### src/rtl/mips_mc_controller.sv
// mips_mc_controller: multi-cycle MIPS control FSM (Moore) for lw, sw, R-type, beq, addi and j.
//   clk, reset_n (async, active-low)      clock and reset of the state register
//   op, funct                             instruction opcode / R-type function field
//   zero                                  ALU zero flag, used only for the branch decision
//   alucontrol, alusrca, alusrcb          ALU operation and operand selects
//   lord, irwrite, memwrite               memory address select and write enables
//   regwrite, regdst, memtoreg            register-file write controls
//   pcsrc, pcen                           PC source select and load enable
//   illegal_op                            DECODE-cycle pulse on an unsupported opcode
//   state                                 current state encoding for debug
module mips_mc_controller (
   input  logic       clk,
   input  logic       reset_n,
   input  logic [5:0] op,
   input  logic [5:0] funct,
   input  logic       zero,
   output logic [2:0] alucontrol,
   output logic       alusrca,
   output logic [1:0] alusrcb,
   output logic       lord,
   output logic       irwrite,
   output logic       memwrite,
   output logic       regwrite,
   output logic       regdst,
   output logic       memtoreg,
   output logic [1:0] pcsrc,
   output logic       pcen,
   output logic       illegal_op,
   output logic [3:0] state
);
   typedef enum logic [3:0] {
      FETCH    = 4'd0,
      DECODE   = 4'd1,
      MEMADR   = 4'd2,
      MEMRD    = 4'd3,
      MEMWB    = 4'd4,
      MEMWR    = 4'd5,
      EXECUTE  = 4'd6,
      ALUWB    = 4'd7,
      BRANCH   = 4'd8,
      ADDIEXEC = 4'd9,
      ADDIWB   = 4'd10,
      JUMP     = 4'd11
   } state_t;

   state_t state_q, state_d;
   logic   irwrite_m, memwrite_m, regwrite_m, illegal_m, pcwrite, branch;

   always_ff @(posedge clk or negedge reset_n)
      if (!reset_n) state_q <= FETCH;
      else          state_q <= state_d;

   always_comb begin
      state_d    = FETCH;
      alucontrol = 3'b010;
      alusrca    = 1'b0;
      alusrcb    = 2'b00;
      lord       = 1'b0;
      irwrite_m  = 1'b0;
      memwrite_m = 1'b0;
      regwrite_m = 1'b0;
      regdst     = 1'b0;
      memtoreg   = 1'b0;
      pcsrc      = 2'b00;
      pcwrite    = 1'b0;
      branch     = 1'b0;
      illegal_m  = 1'b0;
      case (state_q)
         FETCH: begin
            irwrite_m = 1'b1;
            pcwrite   = 1'b1;
            alusrcb   = 2'b01;
            state_d   = DECODE;
         end
         DECODE: begin
            alusrcb = 2'b11;
            case (op)
               6'b100011, 6'b101011: state_d = MEMADR;
               6'b000000:            state_d = EXECUTE;
               6'b000100:            state_d = BRANCH;
               6'b001000:            state_d = ADDIEXEC;
               6'b000010:            state_d = JUMP;
               default:              illegal_m = 1'b1;
            endcase
         end
         MEMADR: begin
            alusrca = 1'b1;
            alusrcb = 2'b10;
            state_d = (op == 6'b101011) ? MEMWR : MEMRD;
         end
         MEMRD: begin
            lord    = 1'b1;
            state_d = MEMWB;
         end
         MEMWB: begin
            regwrite_m = 1'b1;
            memtoreg   = 1'b1;
         end
         MEMWR: begin
            lord       = 1'b1;
            memwrite_m = 1'b1;
         end
         EXECUTE: begin
            alusrca    = 1'b1;
            alucontrol = (funct == 6'b100010) ? 3'b110 :
                         (funct == 6'b100100) ? 3'b000 :
                         (funct == 6'b100101) ? 3'b001 :
                         (funct == 6'b101010) ? 3'b111 : 3'b010;
            state_d    = ALUWB;
         end
         ALUWB: begin
            regwrite_m = 1'b1;
            regdst     = 1'b1;
         end
         BRANCH: begin
            alusrca    = 1'b1;
            alucontrol = 3'b110;
            pcsrc      = 2'b01;
            branch     = 1'b1;
         end
         ADDIEXEC: begin
            alusrca = 1'b1;
            alusrcb = 2'b10;
            state_d = ADDIWB;
         end
         ADDIWB: regwrite_m = 1'b1;
         JUMP: begin
            pcsrc   = 2'b10;
            pcwrite = 1'b1;
         end
         default: state_d = FETCH;
      endcase
   end

   // Write enables are gated by reset_n so an asynchronous reset kills them in the same cycle.
   assign irwrite    = irwrite_m & reset_n;
   assign memwrite   = memwrite_m & reset_n;
   assign regwrite   = regwrite_m & reset_n;
   assign illegal_op = illegal_m & reset_n;
   assign pcen       = (pcwrite | (branch & zero)) & reset_n;
   assign state      = state_q;
endmodule

### config.mk
export PLATFORM = sky130hd
export DESIGN_NAME = mips_mc_controller
export DESIGN_NICKNAME = d
export VERILOG_FILES = /design/src/rtl/mips_mc_controller.sv
export SDC_FILE = /design/constraint.sdc
export NUM_CORES = 1
export LEC_CHECK = 0
export ABC_AREA = 1
export CELL_PAD_IN_SITES_DETAIL_PLACEMENT = 1
export CELL_PAD_IN_SITES_GLOBAL_PLACEMENT = 2
export CORE_MARGIN = 2
export CORE_UTILIZATION = 16
export DETAILED_ROUTE_END_ITERATION = 12
export PLACE_DENSITY = 0.87
export SYNTH_ARGS = -nofsm -noshare
export SYNTH_HDL_FRONTEND = slang
export SYNTH_SLANG_ARGS = --single-unit
### constraint.sdc
create_clock -name clk -period 3.35 [get_ports clk]
set_clock_uncertainty 0.1 [all_clocks]
set_input_delay 0.5025 -clock clk [delete_from_list [all_inputs] [get_ports clk]]
set_output_delay 0.5025 -clock clk [all_outputs]
set_load 0.005 [all_outputs]
==> results <==
- The flow ran to the end, and the final reports show no timing, DRC or antenna violations.
- The Yosys step of the flow raised 0 warnings.
- The row count is 20.
- The commonest cells after synthesis are inv_1 (23), nand2_1 (23), nor2_1 (17).
- Summing all multi-input logic gate instances after layout gives 344 sq um.
- Among all flip-flop cells after synthesis, the most frequent one is dfrtp_1.
- The number of setup buffers added after CTS is 0.
- The sequential element share of the synthesized area is 0.187.
- The category of the worst setup path capture point is a primary output.
- The setup violation total in the final timing report is 0.
- The master cell of the clock root buffer is clkbuf_4.
- The die outline height is 61.8 microns.
- The compound-cell area share of the yosys netlist is 0.0960.
- Of the total synthesized cell area, the portion taken by XOR and XNOR cells is 0.
- The layout has 430 filler cells.
- The synthesis-to-finish area growth is 78.2%.
- The final instance area is 952 sq um.
- The number of global-route vias before repair is 800.
- The share of the cycle needed by the critical path after routing is 0.784.
- Of the total synthesized cell area, the portion taken by full adders, half adders and majority gates is 0.
- The data arrival time of the critical path is 2.02 ns.
- The placeable core area is 3100 sq um.
- The final HPWL from detailed placement is 1700 microns.
- The routed design could run at a clock period as short as 2.63 ns.
- The tool flagged a number of max-cap violations equal to 0.
- For this block, the initial DRC count from the detailed router was 9.
- The final weighted congestion of routability-driven global placement is 0.734.
- In this run the count of I/O pins placed on the die edge is 35.
- The average wire per standard cell is 10.7 microns.
- Dividing the synthesized area by the synthesized cell count gives 5.34 sq um.
- After clock tree synthesis, the clock-pin slew on the worst setup and hold paths is 0.04 ns.
- After synthesis, the cell types taking the most area are dfrtp_1 (19%), inv_1 (16%), nand2_1 (16%).
- Summing all placed instances gives a cell area of 930 sq um.
- The start-to-end type of the worst setup path is primary input to primary output.
- The clock net in this run drives a total of 4 sinks.
- Dividing the detail-routed via count by the number of cells gives 4.18.
- The antenna violation net count after detailed routing is 0.
- The share of synthesized area in the top cell type comes to 0.187.
- Measured against the total synthesized area, the mux share comes to 0.
- Timing would allow up to 381 MHz.
- The largest fanout on the critical path is 4.
- The simple logic cell fraction of the synthesized area is 0.548.
- The count of instances resized after the clock tree is built is 0.
- In the final layout, the share of cells above drive strength 1 is 0.0803.
- Counting the buffers created by CTS gives 3.
- The worst setup path is launched from a primary input.
- After synthesis, the largest family of logic cells by area is simple AND/OR/NAND/NOR gates.
- The initial antenna violation count is 0.
- Entering global routing, the biggest net connects 8 pins.
- The largest voltage drop on the vdd net is 0.116 mV.
- The initial core utilization is 0.172.
- The synthesized netlist contains 18 unique library cells.
- After technology mapping, the gate count stands at 100.
- The final-report hold violation count is 0.
- TritonCTS built the clock tree.
- At the pin with the least slew margin, the transition time is 0.332 ns.
- The number of nets produced by synthesis is 115.
- The number of max-slew violations in the final report came to 0.
- The headroom to the max-slew limit is 0.778.
- Final hold analysis gives a worst-case slack of 0.424 ns.
- The DRC violation count after routing is 0.
- The global-route wire length before repair is 3150 microns.
- The number of synthesized flops with an enable pin is 0.
- The cell taking the most area after synthesis is dfrtp_1.
- After detailed routing, the total wire length is 1940 microns.
- The number of flip-flops in the largest register is 4.
- The share of async-settable or async-resettable flops after synthesis is 1.00.
- STA puts the critical path data required time at 2.75 ns.
- The total overflow left after global routing is 0.
- The final layout contains 154 nets.
- The clock passes through at most 2 buffers.
- The worst min-delay path category is primary input to async pin.
- The final-layout setup total negative slack is 0 ns.
- The first detailed-routing pass ran for 3 iterations.
- The diode insertion count for antenna repair is 0.
- The die covers 3820 sq um.
- The total track usage is 0.110.
- The area used by sequential logic in the layout is 100 sq um.
- Setup repair after global routing left no endpoint under its margin.
- In this run, synthesis produced a sequential element count of 4.
- The power per standard cell area is 485 nW/um^2.
- The port buffer count is 34.
- The post-synth design cell area is 534 sq um.
- The die outline width is 61.8 microns.
- The leakage component of the power is 0.490 nW.
- The count of vias placed by the detailed router is 756.
- For the worst-skew pair, the clock arrives at the later sink with an insertion delay of 0.23 ns.
- CTS built an H-tree with a depth of 1.
- For this design, the CTS-stage hold fixing added 0 buffers.
final timing paths:
check	from	endpoint	slack, ns	depth (start not counted)
hold reg to reg	state[0]	state[0]	0.59	3
min in group clk	state[0]	state[0]	0.59	3
setup reg to reg	state[2]	state[2]	2.05	5
hold / removal	reset_n	state[0]	0.42	1
max in group asynchronous	reset_n	state[3]	2.49	1
setup / recovery	op[0]	illegal_op	0.72	7
placed cells by master (no fill, tap or decap), drive strengths merged:
master         instances
nor3b                  1
clkbuf                 3
nor2                  20
nand4                  3
dfrtp                  4
nor3                   2
a21oi                  2
clkdlybuf4s50         34
inv                   24
a31oi                  1
nand2                 25
nand3                 11
o21ai                  7
area by class of cell:
cell class	instances	share of cell area
multi-input cells	72	0.361
repair buffers	34	0.357
inverters	24	0.0946
flip-flops and latches	4	0.105
well taps	44	0.0578
clock buffers	3	0.0237
logic make-up after synthesis:
family,Yosys count
flops,4
buf+inv,24
compound gates,10
simple gates,62
power by group:
part           internal [mW]  switching (mW)
Combinational          0.167           0.153
Sequential            0.0635          0.0191
Clock                 0.0400          0.0184
routing by layer:
layer  track usage  wire [microns]  share of wire
met4        0.0456               9         0.0046
met2         0.218            1000           0.52
met3        0.0290             190          0.098
met1         0.106             741           0.38
met5             0               0              0
worst max-delay path, cell delays in order:
cell             delay, ns
clkdlybuf4s50_1       0.46
nand2_1               0.09
inv_1                 0.06
nand3_1               0.11
nand2_1               0.08
nor3_2                0.19
clkdlybuf4s50_1       0.53
per-stage QoR:
step / instances / util / setup slack [ns] / power [mW]
final: 181 / 0.307 / 0.724 / 0.461
after global routing: 181 / 0.307 / 0.616 / 0.513
after CTS: 181 / 0.307 / 0.721 / 0.472
after detailed placement: 178 / 0.300 / 0.732 / 0.408
after global placement: 178 / 0.300 / 0.767 / 0.404
after floorplan: 100 / - / 1.72 / 0.231
Note: power is estimated with default switching activity, not from simulation.
==> RTL edit (same flow settings) <==
Register the inputs `op`, `funct` and `zero` before use, cleared by the reset. The logic sees them one clock later.
--- a/src/rtl/mips_mc_controller.sv
+++ b/src/rtl/mips_mc_controller.sv
@@ -45,2 +45,18 @@
 
+   logic [5:0] op_q;
+   logic [5:0] funct_q;
+   logic zero_q;
+
+   always_ff @(posedge clk or negedge reset_n) begin
+      if (!reset_n) begin
+         op_q    <= '0;
+         funct_q <= '0;
+         zero_q  <= '0;
+      end else begin
+         op_q    <= op;
+         funct_q <= funct;
+         zero_q  <= zero;
+      end
+   end
+
    state_t state_q, state_d;
@@ -76,3 +92,3 @@
             alusrcb = 2'b11;
-            case (op)
+            case (op_q)
                6'b100011, 6'b101011: state_d = MEMADR;
@@ -88,3 +104,3 @@
             alusrcb = 2'b10;
-            state_d = (op == 6'b101011) ? MEMWR : MEMRD;
+            state_d = (op_q == 6'b101011) ? MEMWR : MEMRD;
          end
@@ -104,6 +120,6 @@
             alusrca    = 1'b1;
-            alucontrol = (funct == 6'b100010) ? 3'b110 :
-                         (funct == 6'b100100) ? 3'b000 :
-                         (funct == 6'b100101) ? 3'b001 :
-                         (funct == 6'b101010) ? 3'b111 : 3'b010;
+            alucontrol = (funct_q == 6'b100010) ? 3'b110 :
+                         (funct_q == 6'b100100) ? 3'b000 :
+                         (funct_q == 6'b100101) ? 3'b001 :
+                         (funct_q == 6'b101010) ? 3'b111 : 3'b010;
             state_d    = ALUWB;
@@ -139,3 +155,3 @@
    assign illegal_op = illegal_m & reset_n;
-   assign pcen       = (pcwrite | (branch & zero)) & reset_n;
+   assign pcen       = (pcwrite | (branch & zero_q)) & reset_n;
    assign state      = state_q;
Behaviour: not the same (Yosys sat finds a counterexample within 4 cycles, from zero or initial values and one cycle with reset_n low).
==> RTL edit against the original RTL <==
  * Power grew 66%
  * Sequential cell count grew 13
  * Cell area grew 50%
  * Fmax grew 3.3%
  * Non-clock buffer count grew 1
  * Synthesized area grew 75%
  * Clock power grew to 2.6 times the old value
  * Wire length grew 17%
  * Setup slack gained 84 ps
  * Sequential share of layout area grew 19 points
==> RTL edit: results <==
[grt]
antenna_found_initial = 0
grt_pass1_vias = 861
grt_pass1_wl_um = 3860
grt_max_degree = 16
groute.usage.overall_pct = 7.70

[pwr]
peakVddDrop_uv = 252
cellLeakagePower_uw = 0.000713

[route]
drt_pre_antenna_iters = 2
viasPerCell = 3.71
drt_iter0_drc = 12
wl_per_cell_um = 10.0

[finish]
drive_above_1_share_pct = 18.1
diodes = 0
final_nets = 171

[clock_tree]
cts_root_buffer = "clkbuf_8"
cts_setup_buffers = 0
path_clk_slew_ps = 70
postCtsResizedCells = 0
numCtsBuffers = 3
htreeDepth = 1
clk_latency_ps = 250
clockBufferDepth = 2

[yosys]
yosys_warnings = 0
ys_types = 20
synth_area_leaders = "dfrtp_1 (45%), nand2_1 (10%), inv_1 (6.8%), nand3_1 (5.9%), nor2_1 (5.2%)"
async_flop_share_pct = 100
syn-num-nets = 131
yosysSeqAreaShare_pct = 45.4
synth_common_cells = "nand2_1 (26), dfrtp_1 (17), inv_1 (17)"

[placement]
port_buffers = 34
post-dp-hpwl_um = 1960
finalWeightedCongestion = 0.765

[setup_path]
path_max_fanout = 6
critPathSlowestCell = "clkdlybuf4s50_1"
cp.arrival_ps = 1940
max_stage_delay_ps = 630

[status]
status = "complete, no violations"

[worst_hold_path]
hold_class = "in2async"

[sta]
slew-limit-headroom_pct = 76.6
RTL edit: final timing paths:
check | startpoint | to | slack, ps | cells after the start
setup / recovery | reset_n | pcen | 810 | 4
hold / removal | reset_n | state[0] | 390 | 1
setup reg to reg | state[1] | state[1] | 2110 | 7
hold reg to reg | op_q[2] | state[1] | 570 | 4
max in group asynchronous | reset_n | op_q[1] | 2270 | 2
min in group clk | op_q[2] | state[1] | 570 | 4
RTL edit: kinds of logic (layout without fill, tap and decap cells):
logic type	after synthesis	after routing	synth area share, %
and+or+nand+nor	64	64	37.4
AOI/OAI and AO/OA	10	10	6.94
buffers and inverters	25	64	10.3
DFF	17	17	45.4
RTL edit: where the power goes:
part | leakage (uW) | internal [uW] | switching, uW
Clock | 0.0000217 | 83.6 | 69.2
Combinational | 0.000486 | 180 | 172
Sequential | 0.000205 | 228 | 32.6
Total | 0.000713 | 492 | 273
RTL edit: stage by stage:
stage | instances | cell area (sq um) | worst slack, ps | utilization, %
after detailed placement | 223 | 1380 | 770 | 24.7
after CTS | 227 | 1420 | 760 | 25.5
after global routing | 227 | 1420 | 714 | 25.5
final | 227 | 1420 | 808 | 25.5
after floorplan | 116 | 937 | 1750 | -
after global placement | 223 | 1380 | 774 | 24.7
RTL edit: routing by layer:
layer	global-route usage (%)	up-vias	routed length [um]
li1	-	429	-
met1	9.39	380	1040
met2	13.1	30	1050
met3	2.36	4	158
met4	2.03	0	21
met5	0	-	0
RTL edit: critical path, delay by kind of cell:
family	cells	cell delay (ps)
AOI/OAI and AO/OA	1	160
buffers and inverters	3	1290
RTL edit: layout make-up:
type                    instances  area, sq um
multi-input cells              74          415
repair buffers                 35          348
flip-flops and latches         17          425
inverters                      25         96.3
clock inverters                 1         7.51
fillers                       667         4150
clock buffers                   3         41.3
well taps                      72         90.1
